$ cat config.mk
export PLATFORM = sky130hd
export DESIGN_NAME = bbox_tracker
export DESIGN_NICKNAME = d
export VERILOG_FILES = /design/src/rtl/bbox_tracker.sv
export SDC_FILE = /design/constraint.sdc
export NUM_CORES = 1
export LEC_CHECK = 0
export ABC_AREA = 1
export BUFFER_PORTS_ARGS = -buffer_cell sky130_fd_sc_hd__buf_2
export CORE_ASPECT_RATIO = 0.9
export CORE_UTILIZATION = 44
export DETAILED_ROUTE_END_ITERATION = 8
export GPL_TIMING_DRIVEN = 0
export SLEW_MARGIN = 30
export SYNTH_ARGS = -nofsm -noshare
export SYNTH_HDL_FRONTEND = slang
export SYNTH_SLANG_ARGS = --single-unit
$ cat constraint.sdc
create_clock -name clk -period 4.2 [get_ports clk]
set_input_delay 0 -clock clk [delete_from_list [all_inputs] [get_ports clk]]
set_output_delay 0 -clock clk [all_outputs]
set_load 0.02 [all_outputs]
$ cat src/rtl/bbox_tracker.sv
// bbox_tracker: per-frame ROI-clamped, margin-expanded bounding box of thresholded pixels
module bbox_tracker #(
    parameter int DATA_W    = 8,
    parameter int X_W       = 11,
    parameter int Y_W       = 10,
    parameter int ROI_X0    = 440,
    parameter int ROI_X1    = 840,
    parameter int ROI_Y0    = 120,
    parameter int ROI_Y1    = 600,
    parameter int THRESH    = 200,
    parameter int POLARITY  = 0,
    parameter int MARGIN    = 10,
    parameter int MIN_COUNT = 1,
    parameter int CNT_W     = 20
) (
    input  logic              clk,
    input  logic              rst,
    input  logic              pix_valid,
    input  logic [DATA_W-1:0] pix_data,
    input  logic [X_W-1:0]    pix_x,
    input  logic [Y_W-1:0]    pix_y,
    output logic [X_W-1:0]    box_left,
    output logic [X_W-1:0]    box_right,
    output logic [Y_W-1:0]    box_top,
    output logic [Y_W-1:0]    box_bottom,
    output logic              obj_found,
    output logic              box_valid
);
    localparam int XW1 = X_W + 1;
    localparam int YW1 = Y_W + 1;
    localparam logic [X_W-1:0] RX0 = X_W'(ROI_X0);
    localparam logic [X_W-1:0] RX1 = X_W'(ROI_X1);
    localparam logic [Y_W-1:0] RY0 = Y_W'(ROI_Y0);
    localparam logic [Y_W-1:0] RY1 = Y_W'(ROI_Y1);
    localparam logic [X_W-1:0] MX = X_W'(MARGIN);
    localparam logic [Y_W-1:0] MY = Y_W'(MARGIN);
    localparam logic [XW1-1:0] XLO = XW1'(ROI_X0 + MARGIN);
    localparam logic [XW1-1:0] XHI = XW1'(ROI_X1);
    localparam logic [XW1-1:0] XME = XW1'(MARGIN);
    localparam logic [YW1-1:0] YLO = YW1'(ROI_Y0 + MARGIN);
    localparam logic [YW1-1:0] YHI = YW1'(ROI_Y1);
    localparam logic [YW1-1:0] YME = YW1'(MARGIN);
    localparam logic [DATA_W-1:0] TH = DATA_W'(THRESH);
    localparam logic [CNT_W-1:0] MINC = CNT_W'(MIN_COUNT);

    typedef enum logic [1:0] {WAIT_SOF, ACCUM, REPORT} state_t;
    state_t state, state_nx;

    logic [X_W-1:0]   min_x, max_x, nmin_x, nmax_x, left_nx, right_nx;
    logic [Y_W-1:0]   min_y, max_y, nmin_y, nmax_y, top_nx, bottom_nx;
    logic [CNT_W-1:0] count, ncount;
    logic             sof, eof, in_roi, fg, take, hit, last, found_nx;

    // pixel classification and next accumulator values including the current pixel
    always_comb begin
        sof       = pix_x == RX0 && pix_y == RY0;
        eof       = pix_x == RX1 && pix_y == RY1;
        in_roi    = pix_x >= RX0 && pix_x <= RX1 && pix_y >= RY0 && pix_y <= RY1;
        fg        = (POLARITY != 0) ? pix_data >= TH : pix_data < TH;
        take      = pix_valid && (state == ACCUM || (state == WAIT_SOF && sof));
        hit       = take && in_roi && fg;
        last      = take && state == ACCUM && eof;
        nmin_x    = (hit && pix_x < min_x) ? pix_x : min_x;
        nmax_x    = (hit && pix_x > max_x) ? pix_x : max_x;
        nmin_y    = (hit && pix_y < min_y) ? pix_y : min_y;
        nmax_y    = (hit && pix_y > max_y) ? pix_y : max_y;
        ncount    = (hit && count != '1) ? count + 1'b1 : count;
        found_nx  = ncount >= MINC;
        left_nx   = ({1'b0, nmin_x} >= XLO) ? nmin_x - MX : RX0;
        right_nx  = ({1'b0, nmax_x} + XME <= XHI) ? nmax_x + MX : RX1;
        top_nx    = ({1'b0, nmin_y} >= YLO) ? nmin_y - MY : RY0;
        bottom_nx = ({1'b0, nmax_y} + YME <= YHI) ? nmax_y + MY : RY1;
    end

    // state register
    always_ff @(posedge clk) begin
        if (rst) state <= WAIT_SOF;
        else     state <= state_nx;
    end

    // next state: align on first ROI pixel, report after last ROI pixel
    always_comb begin
        state_nx = (state == REPORT) ? WAIT_SOF : last ? REPORT : take ? ACCUM : state;
    end

    // strobe is high for the single REPORT cycle
    always_comb begin
        box_valid = state == REPORT;
    end

    // accumulators clear on reset and when a frame is handed off for reporting
    always_ff @(posedge clk) begin
        if (rst || last) begin
            min_x <= RX1;
            max_x <= RX0;
            min_y <= RY1;
            max_y <= RY0;
            count <= '0;
        end else begin
            min_x <= nmin_x;
            max_x <= nmax_x;
            min_y <= nmin_y;
            max_y <= nmax_y;
            count <= ncount;
        end
    end

    // published box holds unless the finished frame contained an object
    always_ff @(posedge clk) begin
        if (rst) begin
            box_left   <= '0;
            box_right  <= '0;
            box_top    <= '0;
            box_bottom <= '0;
            obj_found  <= 1'b0;
        end else if (last) begin
            obj_found <= found_nx;
            if (found_nx) begin
                box_left   <= left_nx;
                box_right  <= right_nx;
                box_top    <= top_nx;
                box_bottom <= bottom_nx;
            end
        end
    end
endmodule

# Word level (Yosys, flattened, before mapping)
# Cells that the tools add are included.
[classes]
mux = 11
n_eq_ne = 7
n_reduce_logical = 23
magnitude_cmp = 14
add_sub_neg = 7
[op_table]
columns = ["op", "n"]
rows = [
  ["11-bit 2-to-1 mux", 4],
  ["10-bit 2-to-1 mux", 4],
  ["11-bit by 9-bit >= comparator with 1-bit output (second input constant)", 2],
  ["11-bit by 10-bit <= comparator with 1-bit output (second input constant)", 2],
  ["20-bit by 1-bit adder with 20-bit output (second input constant)", 1],
  ["20-bit by 1-bit >= comparator with 1-bit output (second input constant)", 1],
  ["20-bit 2-to-1 mux", 1],
  ["20-bit inequality test (second input constant)", 1],
  ["1-bit logical AND", 16],
  ["11-bit by 4-bit adder with 12-bit output (second input constant)", 1],
  ["12-bit by 10-bit <= comparator with 1-bit output (second input constant)", 1],
  ["10-bit by 4-bit adder with 11-bit output (second input constant)", 1],
  ["11-bit by 4-bit adder with 11-bit output (second input constant)", 1],
  ["11-bit by 10-bit equality test with 1-bit output (second input constant)", 1],
  ["11-bit by 9-bit equality test with 1-bit output (second input constant)", 1],
  ["11-bit greater-than comparator", 1],
  ["11-bit < comparator", 1],
  ["11-bit by 4-bit subtractor with 11-bit output (second input constant)", 1],
  ["10-bit by 4-bit adder with 10-bit output (second input constant)", 1],
  ["10-bit equality test (second input constant)", 1],
  ["10-bit by 7-bit equality test with 1-bit output (second input constant)", 1],
  ["10-bit by 7-bit >= comparator with 1-bit output (second input constant)", 1],
  ["10-bit by 8-bit >= comparator with 1-bit output (second input constant)", 1],
  ["10-bit greater-than comparator", 1],
  ["other kinds (13)", 15],
]
[totals]
elab_cells = 74
inputBits = 32
register_bits = 107
output_inout_bits = 44

# Depth between registers and ports, before layout
# Gate-level depths: netlist of run 1.
[depth]
depth_word = 12
depth_mapped = 28
depth_no_buf = 28

# Worst setup path after synthesis of run 1
# No wires, ideal clock.
[synth_timing]
path_type = "reg-to-reg"
start = "register max_x[10]"
end = "register box_right[3]"
synth_period_minus_slack_ps = 2667
setup_time_ps = 113
arrival_ps = 2554
setup_slack_ps = 1533
path_stages_with_launch = 29
n_path_buf = 0
required_ps = 4087
path_cell_list = "dfxtp_1 > inv_1 > ha_1 > nand2_1 > inv_1 > nand2_1 > nor2_1 > nand2_1 > nand3_1 > nand2_1 > inv_1 > nand3_2 > nand2_1 > nand2_1 > inv_1 > ha_1 > inv_1 > nand3_1 > nand2_1 > nand2_1 > nand2_1 > nor2_1 > nand2_1 > nand2_1 > nand2_1 > nand2_2 > nand2_1 > o21ai_1 > inv_1"
[synth_via]
elab_chain_cells = 6
word_cells_on_any_way = 7
cone_classes = "add/sub: 2; order compare: 2; mux: 2; reduce/logical: 1"
[synth_rtl]
columns = ["element", "line", "source"]
rows = [
  ["from (decl)", "49", "logic [X_W-1:0] min_x, max_x, nmin_x, nmax_x, left_nx, right_nx;"],
  ["from (signal assigned)", "101", "max_x <= nmax_x;"],
  ["11-bit greater-than comparator *", "64", "nmax_x = (hit && pix_x > max_x) ? pix_x : max_x;"],
  ["1-bit logical AND *", "64", ""],
  ["11-bit 2-to-1 mux *", "64", ""],
  ["named net nmax_x[2]", "49", ""],
  ["11-bit by 4-bit adder with 12-bit output", "70", "right_nx = ({1'b0, nmax_x} + XME <= XHI) ? nmax_x + MX : RX1;"],
  ["12-bit by 10-bit <= comparator with 1-bit output", "70", ""],
  ["11-bit 2-to-1 mux *", "70", ""],
  ["to (signal assigned)", "120", "box_right <= right_nx;"],
  ["to (decl)", "23", "output logic [X_W-1:0] box_right,"],
]
# The timed path passes the listed nets; every way through them passes the cells marked *.
# A chain may end at the register's enable or synchronous reset.

# Final worst setup path of run 1
[layout_timing]
start = "register count[0]"
end = "register box_bottom[8]"
[layout_via]
elab_chain_cells = 5
word_cells_on_any_way = 6
cone_classes = "add/sub: 1; order compare: 1; eq/ne: 1; mux: 1; reduce/logical: 2"
[layout_rtl]
columns = ["element", "line", "source"]
rows = [
  ["from (decl)", "51", "logic [CNT_W-1:0] count, ncount;"],
  ["from (signal assigned)", "104", "count <= ncount;"],
  ["parallel branches: the longest is 2 deep, another holds 20-bit by 1-bit adder with 20-bit output", "n/a", ""],
  ["20-bit 2-to-1 mux *", "67", "ncount = (hit && count != '1) ? count + 1'b1 : count;"],
  ["20-bit by 1-bit >= comparator with 1-bit output *", "68", "found_nx = ncount >= MINC;"],
  ["2-bit AND reduction (no line) *", "n/a", ""],
  ["to (signal assigned)", "122", "box_bottom <= bottom_nx;"],
  ["to (decl)", "25", "output logic [Y_W-1:0] box_bottom,"],
]
# Mark *: on every way between the ends.

==> results of run 1 <==
-- synthesized netlist by cell type, types with 2 or more instances --
library cell | number | area (um^2)
xnor2_1 | 5 | 43.8
nand3_1 | 75 | 375
nand4_1 | 19 | 119
o21ai_0 | 42 | 210
xor2_1 | 17 | 149
buf_2 | 8 | 40.0
clkbuf_1 | 10 | 37.5
inv_1 | 151 | 567
nor2_4 | 2 | 22.5
nor3_1 | 12 | 60.1
nand3b_1 | 6 | 45.0
nand3_2 | 3 | 30.0
buf_4 | 2 | 15.0
ha_1 | 45 | 563
inv_2 | 5 | 18.8
dfxtp_1 | 107 | 2140
o21a_1 | 3 | 22.5
o21ai_2 | 3 | 26.3
nor2_1 | 134 | 503
o211ai_1 | 7 | 52.6
nor2_2 | 4 | 25.0
and2_1 | 2 | 12.5
or2_2 | 3 | 18.8
nand2_1 | 311 | 1170
buf_6 | 6 | 67.6
a21oi_1 | 68 | 340
nand2_2 | 9 | 56.3
o21ai_1 | 16 | 80.1
nand2_4 | 4 | 45.0
a31oi_1 | 2 | 12.5
-- flip-flops by register name (all words and copies together) (netlist names) --
name,cells
count,20
box_left,11
box_right,11
max_x,11
min_x,11
box_bottom,10
box_top,10
max_y,10
min_y,10
state,2
obj_found,1
-- power groups by stage --
stage,Combinational (uW),Clock (uW),Sequential [uW]
2_1_floorplan,69.8,0,1040
3_3_place_gp,125,0,1040
6_report,125,868,1010
3_5_place_dp,126,0,1040
5_1_grt,145,929,1010
4_1_cts,126,890,1010
-- routing by layer --
metal,vias to the layer above,wire length (um),global-route usage
met5,-,0,0
met4,0,251,0.0646
met3,18,530,0.0305
met2,100,8440,0.412
met1,3028,8920,0.307
li1,3634,-,-
-- area by class of cell --
class | count | area [um^2]
Fill cell | 1671 | 7580
Buffer | 27 | 164
Clock inverter | 5 | 61.3
Tap cell | 202 | 253
Clock buffer | 11 | 233
Inverter | 157 | 589
Timing Repair Buffer | 71 | 355
Sequential cell | 107 | 2140
Multi-Input combinational cell | 801 | 4060
-- worst min-delay path, cell delays in order --
cell and delay (ns):
buf_2 0.14, o21ai_2 0.11, nor2_1 0.09
-- stage by stage --
stage	worst slack (ns)	power, uW
final	0.781	2010
after global routing	0.361	2090
after CTS	0.795	2030
after detailed placement	0.828	1160
after global placement	0.788	1160
after floorplan	1.53	1110
-- logic make-up (layout without fill, tap and decap cells) --
kind of cell	count (synthesis)	count (layout)
AO/OA/AOI/OAI	145	145
adder cells (fa/ha/maj)	45	45
buffers and inverters	184	271
AND/OR/NAND/NOR	589	589
XOR/XNOR	22	22
flip-flops	107	107
-- cell usage in the layout (no fill, tap or decap), types with 4 or more instances in the layout --
master / count
inv_1: 151
nand3_1: 75
dfxtp_1: 107
o21ai_0: 42
nand2_2: 9
nand4_1: 19
nor2_1: 134
clkbuf_16: 9
a21oi_1: 68
nand2_4: 4
nand2_1: 311
o211ai_1: 7
ha_1: 45
buf_6: 6
buf_2: 79
xnor2_1: 5
clkbuf_1: 12
nor2_2: 4
nand3b_1: 6
inv_2: 5
xor2_1: 17
nor3_1: 12
o21ai_1: 16
-- worst paths after layout --
check / from / end / slack [ns] / cells past startpoint
worst min register to register: box_right[10]$_SDFFE_PP0P_ / box_right[10]$_SDFFE_PP0P_ / 0.44 / 2
worst min-delay path: pix_x[2] / min_x[2]$_SDFF_PP0_ / 0.02 / 3
worst max register to register: count[0]$_SDFF_PP0_ / box_bottom[8]$_SDFFE_PP0P_ / 0.78 / 19
worst max-delay path: count[0]$_SDFF_PP0_ / box_bottom[8]$_SDFFE_PP0P_ / 0.78 / 19
==> metrics.csv, run 1 <==
metric,value,unit
Setup TNS,0,ns
remaining global-route overflow,0,
vias per cell,4.91,
Compound-Gate Fraction of Synth Area,0.113,
post-synthesis sequential area ratio,0.308,
cell repeated most along the worst path,nand2_1,
Die W,135,um
CP cell instances,ha_1 -> nand2_1 -> nor3_2 -> and3_1 -> nand4_2 -> nand2_2 -> buf_4 -> nand2_1 -> nand2_1 -> inv_1 -> nor2_1 -> nand2_1 -> nor2_1 -> nand3_2 -> nand2_1 -> buf_2 -> inv_2 -> nand3b_1 -> a21oi_1,
drt drc,0,
fin cells,1381,
leakage,0.00409,uW
area grow syn2layout,13.0,%
switching share of power,0.244,
largest family of logic cells by synthesized area,simple AND/OR/NAND/NOR gates,
Routed WL,18.1,mm
CTS root buf,clkbuf_16,
number of buffers added for setup after CTS,0,
Rows,43,
Starting Density,0.451,
"Max FO, Critical Path",10,
DRT iter0 DRCs,351,
min-delay worst type,in2reg,
vias in the first global route,6309,
first-pass GRT wire length,30.4,mm
die height,121,um
"Core Util, Final",0.509,
slowest cell on the critical path,dfxtp_1,
placed cell area,0.00757,mm^2
Final HPWL DP,14.5,mm
CTS Buffer Depth,2,
initial antenna violation count,0,
# Max-Cap Violations,0,
Worst path top cell family by delay,simple AND/OR/NAND/NOR gates,
post-synthesis adder-cell area fraction,0.0809,
Synth Area per Inst,6.37,um^2
startpoint types,flip-flop,
WP buf/inv,4,
final non-filler cell area,0.00786,mm^2
GPL Wtd Cong,0.893,
outcome,completed,
GRT Util Overall,0.237,
clock net sink count,107,
drt first pass iters,5,
RSZ-0062 raised after global routing,false,
Max VDD drop,0.191,mV
hold buffers post-CTS,0,
final hold slack,0.0208,ns
layout cells sized above 1,0.117,
multiplexer share of the synthesized area,0,
"Slew Viols, Final",0,
Least-Margin Pin Slew,0.741,ns
Worst-path clk slew,0.08,ns
H-tree depth,3,
post_cts resized,0,
die area,0.0163,mm^2
Psw,489,uW
"flops & latches, synth",107,
synthesized area,0.00696,mm^2
Final Hold Fails,0,
Worst path max stage delay,0.43,ns
Comb power frac,0.062,
ys async rst share,0,
CTS Buf Count,9,
fin nets,1251,
XOR/XNOR share of the synthesized area,0.0277,
IO Count,76,
"EDFF count, synth",0,
via count,6780,
clock share of power,0.433,
Synth warnings,0,
critical path class,reg2reg,
Post-Synth Simple-Gate Area,0.363,
Skew-Pair Late Insertion Delay,0.36,ns
count of different cell masters after synthesis,41,
worst path required time,4.42,ns
Mapped Cells,1092,
Crit. End Element,flip-flop,
largest net degree at the start of global routing,18,
Clock Skew,0.00950,ns
core area,0.0154,mm^2
DR WL/cell,13.1,um
Syn Nets,1169,
fin crit period,3.42,ns
Post-synth top flop,dfxtp_1,
CTS tree,yes,
P per Cell Area,255,mW/mm^2
crit share post-route,0.814,
Flop pwr share,0.505,
Worst Path Arrival,3.64,ns
maximum clock frequency,0.293,GHz
ANT nets after route,0,
# setup viols final,0,
DP Cell Count,1365,
port bufs,71,
Slew headroom,0.501,
ANT cells,0,
Power Internal,1520,uW
Note: power is estimated with default switching activity, not from simulation.
==> inputs of run 2 (changes only) <==
Settings changed: ABC_AREA 1 to 0.
Clock period 4.2 ns to 3.25 ns, I/O delays scaled along.
==> run 2 against run 1 <==
Compared with the run above: clock skew grew 0.0020 ns; routed wire length increased by 29%; the flow now finishes with violations (negative setup slack); clock-buffer cell count decreased by 2.
==> metrics.csv, run 2 <==
metric,value,unit
Synth top cells by count,"107 x dfxtp_1, 94 x nand2_1, 93 x nor2_1",
remaining global-route overflow,0,
Starting Density,0.452,
Synth warnings,0,
startpoint types,flip-flop,
min setup slack post-route,-0.687,ns
failing checks,negative setup slack,
Max VDD drop,0.292,mV
core area,0.0162,mm^2
Synth area leaders,"dfxtp_1 29%, ha_1 7.7%, mux2i_1 5.6%, xnor2_1 5.4%, nand2_1 4.8%",
initial antenna violation count,0,
"Slew Viols, Final",0,
maximum clock frequency,0.254,GHz
Setup TNS,-13.15,ns
# Max-Cap Violations,0,
Synth Area per Inst,8.03,um^2
DR WL/cell,18.7,um
DRT iter0 DRCs,573,
Syn Nets,989,
drt drc,0,
CTS root buf,clkbuf_16,
"commonest non-fill, non-tap cell in the layout",dfxtp_1,
Skew-Pair Late Insertion Delay,0.38,ns
first-pass GRT wire length,35.8,mm
via count,7122,
fin crit period,3.94,ns
fin nets,1118,
synthesized area,0.00732,mm^2
CTS Buffer Depth,2,
GRT Util Overall,0.273,
Comb power frac,0.096,
worst path required time,3.56,ns
switching share of power,0.292,
most frequent cells in the layout,"91 x dfxtp_1, 87 x nand2_1, 84 x nor2_1",
Crit. End Element,flip-flop,
outcome,"finished, violations left",
Reg with most FFs,count,
final hold slack,0.0526,ns
CTS Buf Count,9,
pre-CTS setup slack,-1.92,ns
RSZ-0062 raised after global routing,true,
Routed WL,23.4,mm
# setup viols final,35,
largest net degree at the start of global routing,23,
drt first pass iters,5,
die height,124,um
clock share of power,0.430,
Synth top area share,0.293,
total power,2760,uW
Worst-path clk slew,0.09,ns
Least-Margin Pin Slew,0.887,ns
P per Cell Area,288,mW/mm^2
ANT cells,0,
CTS tree,yes,
crit share post-route,1.21,
die area,0.0172,mm^2
post-synthesis sequential area ratio,0.293,
IO Count,76,
"Core Util, Final",0.590,
Power Internal,1950,uW
Clock Skew,0.0115,ns
count of different cell masters after synthesis,76,
Psw,804,uW
vias in the first global route,6466,
post-synth top area cell,dfxtp_1,
Rows,44,
number of flip-flops in the largest register,20,
critical path class,reg2reg,
"Max FO, Critical Path",6,
Mapped Cells,912,
clock net sink count,107,
Post-synth top flop,dfxtp_1,
Final Hold Fails,0,
Slew headroom,0.408,
leakage,0.00384,uW
Die W,138,um
layout cells sized above 1,0.295,
Final HPWL DP,16.7,mm
H-tree depth,3,
GPL Wtd Cong,0.921,
Flop pwr share,0.474,
"flops & latches, synth",107,
"count leader, synth",dfxtp_1,
vias per cell,5.68,
Worst Path Arrival,4.25,ns
area grow syn2layout,30.5,%
"EDFF count, synth",0,
ANT nets after route,0,
min-delay worst type,in2reg,
port bufs,72,
ys async rst share,0,
==> run 2: critical path: stages (launching register included) <==
cell      delay [ns]
dfxtp_4         0.37
nor4b_4         0.22
nand4_1         0.16
o21a_4          0.26
or3_4           0.40
a311oi_4        0.32
clkbuf_8        0.21
mux2i_4         0.23
inv_2           0.06
ha_4            0.19
or2_4           0.25
nand4_1         0.13
xnor2_2         0.13
o311a_1         0.22
a21oi_2         0.08
mux2i_2         0.21
nor2b_4         0.24
nand2_2         0.10
o21ai_1         0.12
==> run 2: final timing paths <==
| kind | end | depth (start not counted) | start | slack [ns] |
|---|---|---|---|---|
| worst max register to register | box_bottom[5]$_SDFFE_PP0P_ | 18 | state[1]$_SDFFE_PP0P_ | -0.69 |
| worst min register to register | box_top[2]$_SDFFE_PP0P_ | 2 | box_top[2]$_SDFFE_PP0P_ | 0.45 |
| worst min-delay path | box_bottom[0]$_SDFFE_PP0P_ | 4 | rst | 0.05 |
| worst max-delay path | box_bottom[5]$_SDFFE_PP0P_ | 18 | state[1]$_SDFFE_PP0P_ | -0.69 |
==> run 2: power by group through the flow <==
stage / logic (uW) / clock network [uW] / registers (uW)
5_1_grt: 287 / 1260 / 1310
3_3_place_gp: 239 / 0 / 1340
3_5_place_dp: 240 / 0 / 1340
6_report: 266 / 1180 / 1310
2_1_floorplan: 143 / 0 / 1340
4_1_cts: 249 / 1200 / 1310
==> run 2: kinds of logic after synthesis <==
| logic type | count (synthesis) | synth area share |
|---|---|---|
| muxes | 53 | 0.0766 |
| adders and majority gates | 45 | 0.0769 |
| DFF | 107 | 0.293 |
| xor gates and xnor gates | 67 | 0.0802 |
| buffers and inverters | 107 | 0.0593 |
| AOI/OAI and AO/OA | 176 | 0.167 |
| and+or+nand+nor | 357 | 0.248 |
==> run 2: through the flow <==
step | cell area, um^2 | instances
final | 9550 | 1253
after global routing | 9550 | 1253
after CTS | 9060 | 1237
after detailed placement | 8170 | 1191
after global placement | 8170 | 1191
after floorplan | 7550 | 912
==> run 2: metal layers <==
| layer | up-vias | part of all wire | global-route usage | routed length, um |
|---|---|---|---|---|
| met5 | - | 0 | 0 | 0 |
| met4 | 0 | 0.014 | 0.0473 | 333 |
| met3 | 29 | 0.050 | 0.0460 | 1160 |
| met2 | 206 | 0.44 | 0.413 | 10300 |
| met1 | 3389 | 0.50 | 0.405 | 11600 |
| li1 | 3498 | - | - | - |
==> run 2: final cells by class <==
cell class,count,area (um^2)
plain buffers,45,312
clock buffers,9,225
clock inverters,7,93.8
fillers,1533,6630
inverters,53,199
multi-input cells,698,5470
flip-flops and latches,107,2170
well taps,207,259
repair buffers,127,816
==> run 2: timing repair <==
item | CTS | global route
pin swaps | 38 | 40
buffers inserted | 37 | 18
gates resized for setup | 86 | 84
hold buffers | 0 | 0
endpoints found under the hold margin | 0 | 0
endpoints found under the setup margin | 43 | 43
